--- config.mk ---
export PLATFORM = sky130hd
export DESIGN_NAME = wash_phase_controller
export DESIGN_NICKNAME = d
export VERILOG_FILES = /design/src/rtl/wash_phase_controller.sv
export SDC_FILE = /design/constraint.sdc
export NUM_CORES = 1
export LEC_CHECK = 0
export BUFFER_PORTS_ARGS = -buffer_cell sky130_fd_sc_hd__buf_2
export CAP_MARGIN = 15
export CORE_MARGIN = 2
export CORE_UTILIZATION = 38
export CTS_CLUSTER_DIAMETER = 100
export DETAILED_ROUTE_END_ITERATION = 10
export MAX_ROUTING_LAYER = met4
export PLACE_DENSITY = 0.57
export SLEW_MARGIN = 10
export SYNTH_ARGS = -nofsm -noshare
export SYNTH_HDL_FRONTEND = slang
export SYNTH_SLANG_ARGS = --single-unit
--- constraint.sdc ---
create_clock -name clk -period 5.2 [get_ports clk]
set_clock_uncertainty 0.1 [all_clocks]
set_input_delay 0.78 -clock clk [delete_from_list [all_inputs] [get_ports clk]]
set_output_delay 0.78 -clock clk [all_outputs]
set_load 0.05 [all_outputs]
--- src/rtl/wash_phase_controller.sv ---
// wash_phase_controller
//   Wash-cycle sequencer. A coin starts the cycle, which runs
//   FILL -> WASH -> RINSE, optionally followed by a second WASH -> RINSE pass.
//   It then hands off to the external spin counter and finishes with a
//   one-cycle wash_done pulse. Timed phases are measured in seconds by an
//   internal prescaler. The prescaler's cycles-per-second value is latched at
//   coin time as BASE_CLK_HZ << clk_freq.
//
// Optional feature (macro PAUSE_ALL_PHASES_EN):
//   When defined, timer_pause also freezes the FILL/WASH/RINSE timers.
//   When undefined, timer_pause only matters in SPIN.
//
// Ports
//   clk, rst              clock, asynchronous active-high reset
//   soft_rst              synchronous clear, active-low, overrides all inputs
//   coin_in               start request, honoured only in IDLE
//   double_wash           extra wash+rinse pass, sampled with the coin
//   timer_pause           pause request
//   clk_freq[1:0]         clock scale 1x/2x/4x/8x, sampled with the coin
//   spining_done          end of spin, from the spin counter
//   start_spining         high throughout SPIN
//   spining_counter_stop  registered timer_pause while in SPIN
//   wash_done             one-cycle pulse in DONE
//   phase[2:0]            current state: IDLE=0 FILL=1 WASH=2 RINSE=3 SPIN=4 DONE=5
//
// Spin handshake: start_spining is a level request that stays high for as
//   long as the controller is in SPIN. spining_done is the completion strobe.
//   It is only observed while start_spining is high, and the controller leaves
//   SPIN on the following edge. There is no separate ready; the spin counter
//   is expected to be able to start whenever start_spining rises.
module wash_phase_controller #(
  parameter int unsigned BASE_CLK_HZ = 1_000_000,
  parameter int unsigned FILL_SEC    = 120,
  parameter int unsigned WASH_SEC    = 300,
  parameter int unsigned RINSE_SEC   = 120
) (
  input  logic       clk,
  input  logic       rst,
  input  logic       soft_rst,
  input  logic       coin_in,
  input  logic       double_wash,
  input  logic       timer_pause,
  input  logic [1:0] clk_freq,
  input  logic       spining_done,
  output logic       start_spining,
  output logic       spining_counter_stop,
  output logic       wash_done,
  output logic [2:0] phase
);

  typedef enum logic [2:0] {
    S_IDLE  = 3'd0,
    S_FILL  = 3'd1,
    S_WASH  = 3'd2,
    S_RINSE = 3'd3,
    S_SPIN  = 3'd4,
    S_DONE  = 3'd5
  } state_t;

  localparam logic [31:0] BASE_CPS   = 32'(BASE_CLK_HZ);
  localparam logic [31:0] FILL_LAST  = 32'(FILL_SEC - 1);
  localparam logic [31:0] WASH_LAST  = 32'(WASH_SEC - 1);
  localparam logic [31:0] RINSE_LAST = 32'(RINSE_SEC - 1);

  state_t      state;
  state_t      next_state;
  logic [31:0] cps_q;
  logic        dw_q;
  logic        pass2_q;
  logic [31:0] pre_cnt;
  logic [31:0] sec_cnt;

  logic        timed;
  logic [31:0] dur_last;
  logic        hold;
  logic        sec_tick;
  logic        phase_end;

  assign phase = state;

`ifdef PAUSE_ALL_PHASES_EN
  assign hold = timer_pause;
`else
  assign hold = 1'b0;
`endif

  // Which phases are timed, and the last seconds value of each.
  always_comb begin
    timed    = 1'b0;
    dur_last = '0;
    case (state)
      S_FILL:  begin timed = 1'b1; dur_last = FILL_LAST;  end
      S_WASH:  begin timed = 1'b1; dur_last = WASH_LAST;  end
      S_RINSE: begin timed = 1'b1; dur_last = RINSE_LAST; end
      default: begin timed = 1'b0; dur_last = '0;         end
    endcase
  end

  // A frozen prescaler never ticks, so a pause stretches the phase cycle for cycle.
  assign sec_tick  = timed && !hold && (pre_cnt == cps_q - 32'd1);
  assign phase_end = sec_tick && (sec_cnt == dur_last);

  always_comb begin
    next_state = state;
    case (state)
      S_IDLE:  if (coin_in) next_state = S_FILL;
      S_FILL:  if (phase_end) next_state = S_WASH;
      S_WASH:  if (phase_end) next_state = S_RINSE;
      S_RINSE: if (phase_end) next_state = (dw_q && !pass2_q) ? S_WASH : S_SPIN;
      S_SPIN:  if (spining_done) next_state = S_DONE;
      S_DONE:  next_state = S_IDLE;
      default: next_state = S_IDLE;
    endcase
  end

  always_ff @(posedge clk or posedge rst) begin
    if (rst) begin
      state                <= S_IDLE;
      cps_q                <= '0;
      dw_q                 <= 1'b0;
      pass2_q              <= 1'b0;
      pre_cnt              <= '0;
      sec_cnt              <= '0;
      start_spining        <= 1'b0;
      spining_counter_stop <= 1'b0;
      wash_done            <= 1'b0;
    end else if (!soft_rst) begin
      state                <= S_IDLE;
      cps_q                <= '0;
      dw_q                 <= 1'b0;
      pass2_q              <= 1'b0;
      pre_cnt              <= '0;
      sec_cnt              <= '0;
      start_spining        <= 1'b0;
      spining_counter_stop <= 1'b0;
      wash_done            <= 1'b0;
    end else begin
      state                <= next_state;
      start_spining        <= (next_state == S_SPIN);
      wash_done            <= (next_state == S_DONE);
      spining_counter_stop <= (state == S_SPIN) && timer_pause;

      // Cycle configuration is frozen at the coin edge.
      if (state == S_IDLE && coin_in) begin
        cps_q   <= BASE_CPS << clk_freq;
        dw_q    <= double_wash;
        pass2_q <= 1'b0;
      end
      if (state == S_RINSE && next_state == S_WASH) pass2_q <= 1'b1;

      // Timers restart on every state entry.
      if (next_state != state) begin
        pre_cnt <= '0;
        sec_cnt <= '0;
      end else if (timed && !hold) begin
        if (sec_tick) begin
          pre_cnt <= '0;
          sec_cnt <= sec_cnt + 32'd1;
        end else begin
          pre_cnt <= pre_cnt + 32'd1;
        end
      end
    end
  end

endmodule

Word level (Yosys, flattened, before mapping)
Index checks and enable logic that the tools add are counted.
{"block": "word_totals", "ff_bits": 104}
{"block": "classes", "addsub": 3, "eq_ne": 14, "shifts": 1, "mux": 28, "reduce_logical": 11}
{"op": "32-bit 2-to-1 mux", "count": 10}
{"op": "32-bit by 1-bit adder with 32-bit output, second input constant", "count": 2}
{"op": "32-bit == test", "count": 2}
{"op": "20-bit by 2-bit left shift with 32-bit output, first input constant", "count": 1}
{"op": "32-bit by 1-bit subtractor with 32-bit output, second input constant", "count": 1}
{"op": "3-bit 2-to-1 mux", "count": 7}
{"op": "9-bit case mux with 2 select lines", "count": 1}
{"op": "3-bit case mux with 5 select lines", "count": 1}
{"op": "3-bit by 2-bit == test with 1-bit output, second input constant", "count": 3}
{"op": "3-bit == test, second input constant", "count": 3}
{"op": "1-bit 2-to-1 mux", "count": 9}
{"op": "3-bit by 1-bit != test with 1-bit output, second input constant", "count": 3}
{"op": "1-bit logical AND", "count": 6}
{"op": "3-bit by 1-bit == test with 1-bit output, second input constant", "count": 1}
{"op": "3-bit logical NOT", "count": 1}
{"op": "3-bit != test", "count": 1}
{"op": "3-bit OR reduction", "count": 1}
{"op": "2-bit by 1-bit != test with 1-bit output, second input constant", "count": 1}
{"op": "2-bit AND reduction", "count": 1}
{"op": "2-bit OR reduction", "count": 1}
{"op": "1-bit logical NOT", "count": 1}

Depth between registers and ports, before layout
{"block": "depth", "ltp_word": 11, "mapped_depth": 13, "mapped_depth_nobuf": 10}

Worst setup path before layout
Ideal clock, no wire load.
{"block": "synth_path", "path_type": "reg-to-reg", "start": "register cps_q[14]", "end": "register sec_cnt[15]", "setup_ps": 78, "t_arrival_ps": 2888, "setup_slack_ps": 2134, "path_stages_with_launch": 13, "path_buffers": 2, "period_less_slack_ps": 3066, "cell_sequence": "dfrtp_1 > buf_2 > inv_1 > ha_1 > or3b_2 > nor4_1 > a211o_1 > o211ai_1 > nor4_4 > a21oi_2 > buf_6 > or4_1 > a21oi_1"}
{"block": "synth_via", "elab_chain_cells": 9}
{"item": "start, declared", "line": "67", "source": "logic [31:0] cps_q;"}
{"item": "start signal, assigned", "line": "145", "source": "cps_q <= BASE_CPS << clk_freq;"}
{"item": "32-bit by 1-bit subtractor with 32-bit output (*)", "line": "100", "source": "assign sec_tick = timed && !hold && (pre_cnt == cps_q - 32'd1);"}
{"item": "32-bit == test (*)", "line": "100"}
{"item": "1-bit logical AND (*)", "line": "100"}
{"item": "1-bit logical AND", "line": "101", "source": "assign phase_end = sec_tick && (sec_cnt == dur_last);"}
{"item": "3-bit 2-to-1 mux (on tied branches)", "line": "109, 107, 108"}
{"item": "3-bit case mux with 5 select lines", "line": "105", "source": "case (state)"}
{"item": "3-bit != test", "line": "152", "source": "if (next_state != state) begin"}
{"item": "3-bit by 1-bit != test with 1-bit output (no line) / 32-bit 2-to-1 mux (equally long branches)"}
{"item": "2-bit AND reduction (no line) / 32-bit 2-to-1 mux (equally long branches)"}
{"item": "end signal, assigned", "line": "158", "source": "sec_cnt <= sec_cnt + 32'd1;"}
{"item": "end, declared", "line": "71", "source": "logic [31:0] sec_cnt;"}
Every way passes the cells marked *; elsewhere a longest branch is shown, timed or not.
A chain may end at the register's enable or synchronous reset.

Worst setup path after layout
{"block": "layout_path", "start": "register cps_q[14]", "end": "register sec_cnt[30]"}
Same word-level chain as after synthesis.

==> reports/metrics.cfg <==
[global_routing]
grt_pass1_vias = 4105
overflow = 0
grt_max_degree = 44
antenna_found_initial = 0
grt_pass1_wl_mm = 20.6
grtUsageTotal_pct = 18.2

[timing]
slew_headroom_pct = 28.8
hold_viol = 0
tightest_slew_ps = 1060
fin_setup_tns_ps = 0
period_share_pct = 73.9
setup_viol = 0
fin_ws_ps = 1360
fmax_mhz = 260
finalMaxSlewViolations = 0
period_minus_slack_ps = 3840
rsz0062_at_grt = false

[cells_and_area]
drive_gt1_share_pct = 8.82
antenna_cells = 0
nNetsFinal = 615
fin_util_pct = 42.9
finalNonFillerCells = 777
area_delta_synth_final_pct = 9.64
nFillCells = 1307

[synthesis]
yosysTopAreaCellShare_pct = 39.9
synth_edf_count = 0
avgSynthCellArea_um2 = 8.72
ys.flop_type = dfrtp_1
synth_seq_area_share_pct = 39.9
synthMostInstantiatedCell = dfrtp_1
synth_common_cells = dfrtp_1, nor2_1, nand2_1
syn-cell-area_um2 = 5200
ys_ff_latch = 83
syn_inst = 597
ys_warn_count = 0
synth.largest_area_cell = dfrtp_1
synth_fp_nets = 616
yosys-top-cells-area = dfrtp_1, xor2_1, nor2_1
synth_cell_types = 59
async_flop_share_pct = 100

[setup_path]
r2r-end = sec_cnt[30]$_DFFE_PP0P_
endpoint_kind = flop
reg2reg_slack_ps = 1360
critPathKind = flop to flop
crit_arrival_ps = 4010
critPathMaxFanout = 24
start_kind = flop
cp-endpoint = sec_cnt[30]$_DFFE_PP0P_
startpoint = cps_q[14]$_DFFE_PP0P_
worstRegToRegCells = 12
worstPathRequired_ps = 5370
timing.rr.start = cps_q[14]$_DFFE_PP0P_

[power]
p_int_mw = 1.10
seq_power_share_pct = 44.7
clockPowerShare_pct = 44.5
powerDensity_nw_per_um2 = 262
p_comb_share_pct = 10.8
ir_worst_vdd_mv = 0.148
power.share.switching_pct = 26.6
p_switching_uw = 398
leakagePower_nw = 2.40

[die]
coreArea_um2 = 13300
dieArea_um2 = 14600
die_height_um = 121
initial_core_util_pct = 39.1
die_x_um = 121
rows = 42
io_pins = 15

[cts]
cts_setup_buffers = 0
clk_latency_ps = 350
cts_tree = built
cts_hold_buf = 0
cts.clk_slew.worst_paths_ps = 70
post_cts_resized = 0
cts-buffers-inserted = 9
clk_path_buf_depth = 2
htreeDepth = 3
root_buffer = clkbuf_16
cts.sinks = 83

[worst_hold_path]
worstHoldPathType = flop to flop

[routing]
vias = 4302
drt_first_pass_iters = 4
routed_wl_mm = 12.0
ant_nets = 0
route.detailed.drc = 0
drt_iter0_drc = 309
routedWlPerCell_um = 15.4
viasPerCell = 5.54

[placement]
hpwl_mm = 8.50
gp_congestion = 0.822
io_buffers = 14
preCtsSetupSlack_ps = 1430
numPlacedInstances = 761

[run]
maxCapViolations = 0

[outcome]
status = finished, final reports clean

-- cell families (layout without fill, tap and decap cells) --
kind of cell	Yosys count	after routing	share of synthesized area [%]
adders and majority gates	10	10	2.40
xor gates and xnor gates	52	52	8.75
AOI/OAI and AO/OA	101	101	13.2
buffers and inverters	50	54	4.11
muxes	9	9	1.76
and+or+nand+nor	292	292	29.8
DFF	83	83	39.9
-- flip-flops by register name, summed over array words and instances (netlist names) --
register,count
pass2_q,1
start_spining,1
wash_done,1
dw_q,1
pre_cnt,32
cps_q,11
phase,3
spining_counter_stop,1
sec_cnt,32
-- metrics by stage --
step | total power [mW] | hold slack, ps | cell area, um2
after global placement | 0.841 | 401 | 5390
after detailed placement | 0.845 | 416 | 5390
after global routing | 1.56 | 458 | 5710
final | 1.50 | 426 | 5710
after CTS | 1.51 | 427 | 5710
after floorplan | 0.805 | 389 | 5200
-- worst max-delay path, cell delays in order, from the launching register on --
cell and delay (ps):
dfrtp_1 560, inv_1 150, ha_1 300, nor2b_1 410, nand3_1 180, mux2_2 280, o211ai_1 140, nor4_4 240
buf_4 250, a21oi_2 200, buf_4 260, or4_1 510, a21oi_1 170
-- how the worst min path moves through the flow --
stage | endpoint | cells after the start | start | slack (ps)
global route | pass2_q$_DFFE_PP0P_ | 2 | pass2_q$_DFFE_PP0P_ | 460
finish | pass2_q$_DFFE_PP0P_ | 2 | pass2_q$_DFFE_PP0P_ | 430
floorplan | pass2_q$_DFFE_PP0P_ | 2 | pass2_q$_DFFE_PP0P_ | 390
CTS | pass2_q$_DFFE_PP0P_ | 2 | pass2_q$_DFFE_PP0P_ | 430
detailed placement | pass2_q$_DFFE_PP0P_ | 2 | pass2_q$_DFFE_PP0P_ | 420
global placement | pass2_q$_DFFE_PP0P_ | 2 | pass2_q$_DFFE_PP0P_ | 400
-- placed cells by master, fill, tap and decap left out, drive strengths merged, types with 5 or more instances in the layout --
cell type  count
xnor2         20
a21boi         9
xor2          32
and3          16
or4           13
and2           5
nor2          69
nand4         23
a21oi         29
nor3          16
ha            10
nor4          14
o31ai          7
mux2i          8
o211a          5
nand3         29
nand2         54
inv           19
nand2b         9
buf           20
clkbuf        10
o21a           6
dfrtp         83
and4           6
or3           19
o21ai         21
-- cell type report --
| type | instances | area, um2 | share of cell area, % |
|---|---|---|---|
| Clock buffer | 10 | 239 | 4.19 |
| Clock inverter | 6 | 72.6 | 1.27 |
| Inverter | 18 | 68.8 | 1.21 |
| Multi-Input combinational cell | 464 | 2910 | 51.1 |
| Sequential cell | 83 | 2080 | 36.4 |
| Tap cell | 176 | 220 | 3.86 |
| Timing Repair Buffer | 20 | 115 | 2.02 |
-- power by group through the flow --
| stage | clock network (mW) | logic (mW) | registers (mW) |
|---|---|---|---|
| 5_1_grt | 0.705 | 0.183 | 0.670 |
| 4_1_cts | 0.681 | 0.165 | 0.669 |
| 3_3_place_gp | 0 | 0.161 | 0.680 |
| 6_report | 0.666 | 0.162 | 0.669 |
| 2_1_floorplan | 0 | 0.132 | 0.673 |
| 3_5_place_dp | 0 | 0.164 | 0.681 |
-- metal layers --
metal,vias to the layer above,part of all wire [%],GRT usage [%]
met4,0,1.3,7.27
met1,2088,51,25.6
met2,65,45,26.8
met3,9,2.7,2.30
li1,2140,-,-
met5,-,0,-
Power figures use the tool's default switching activity.
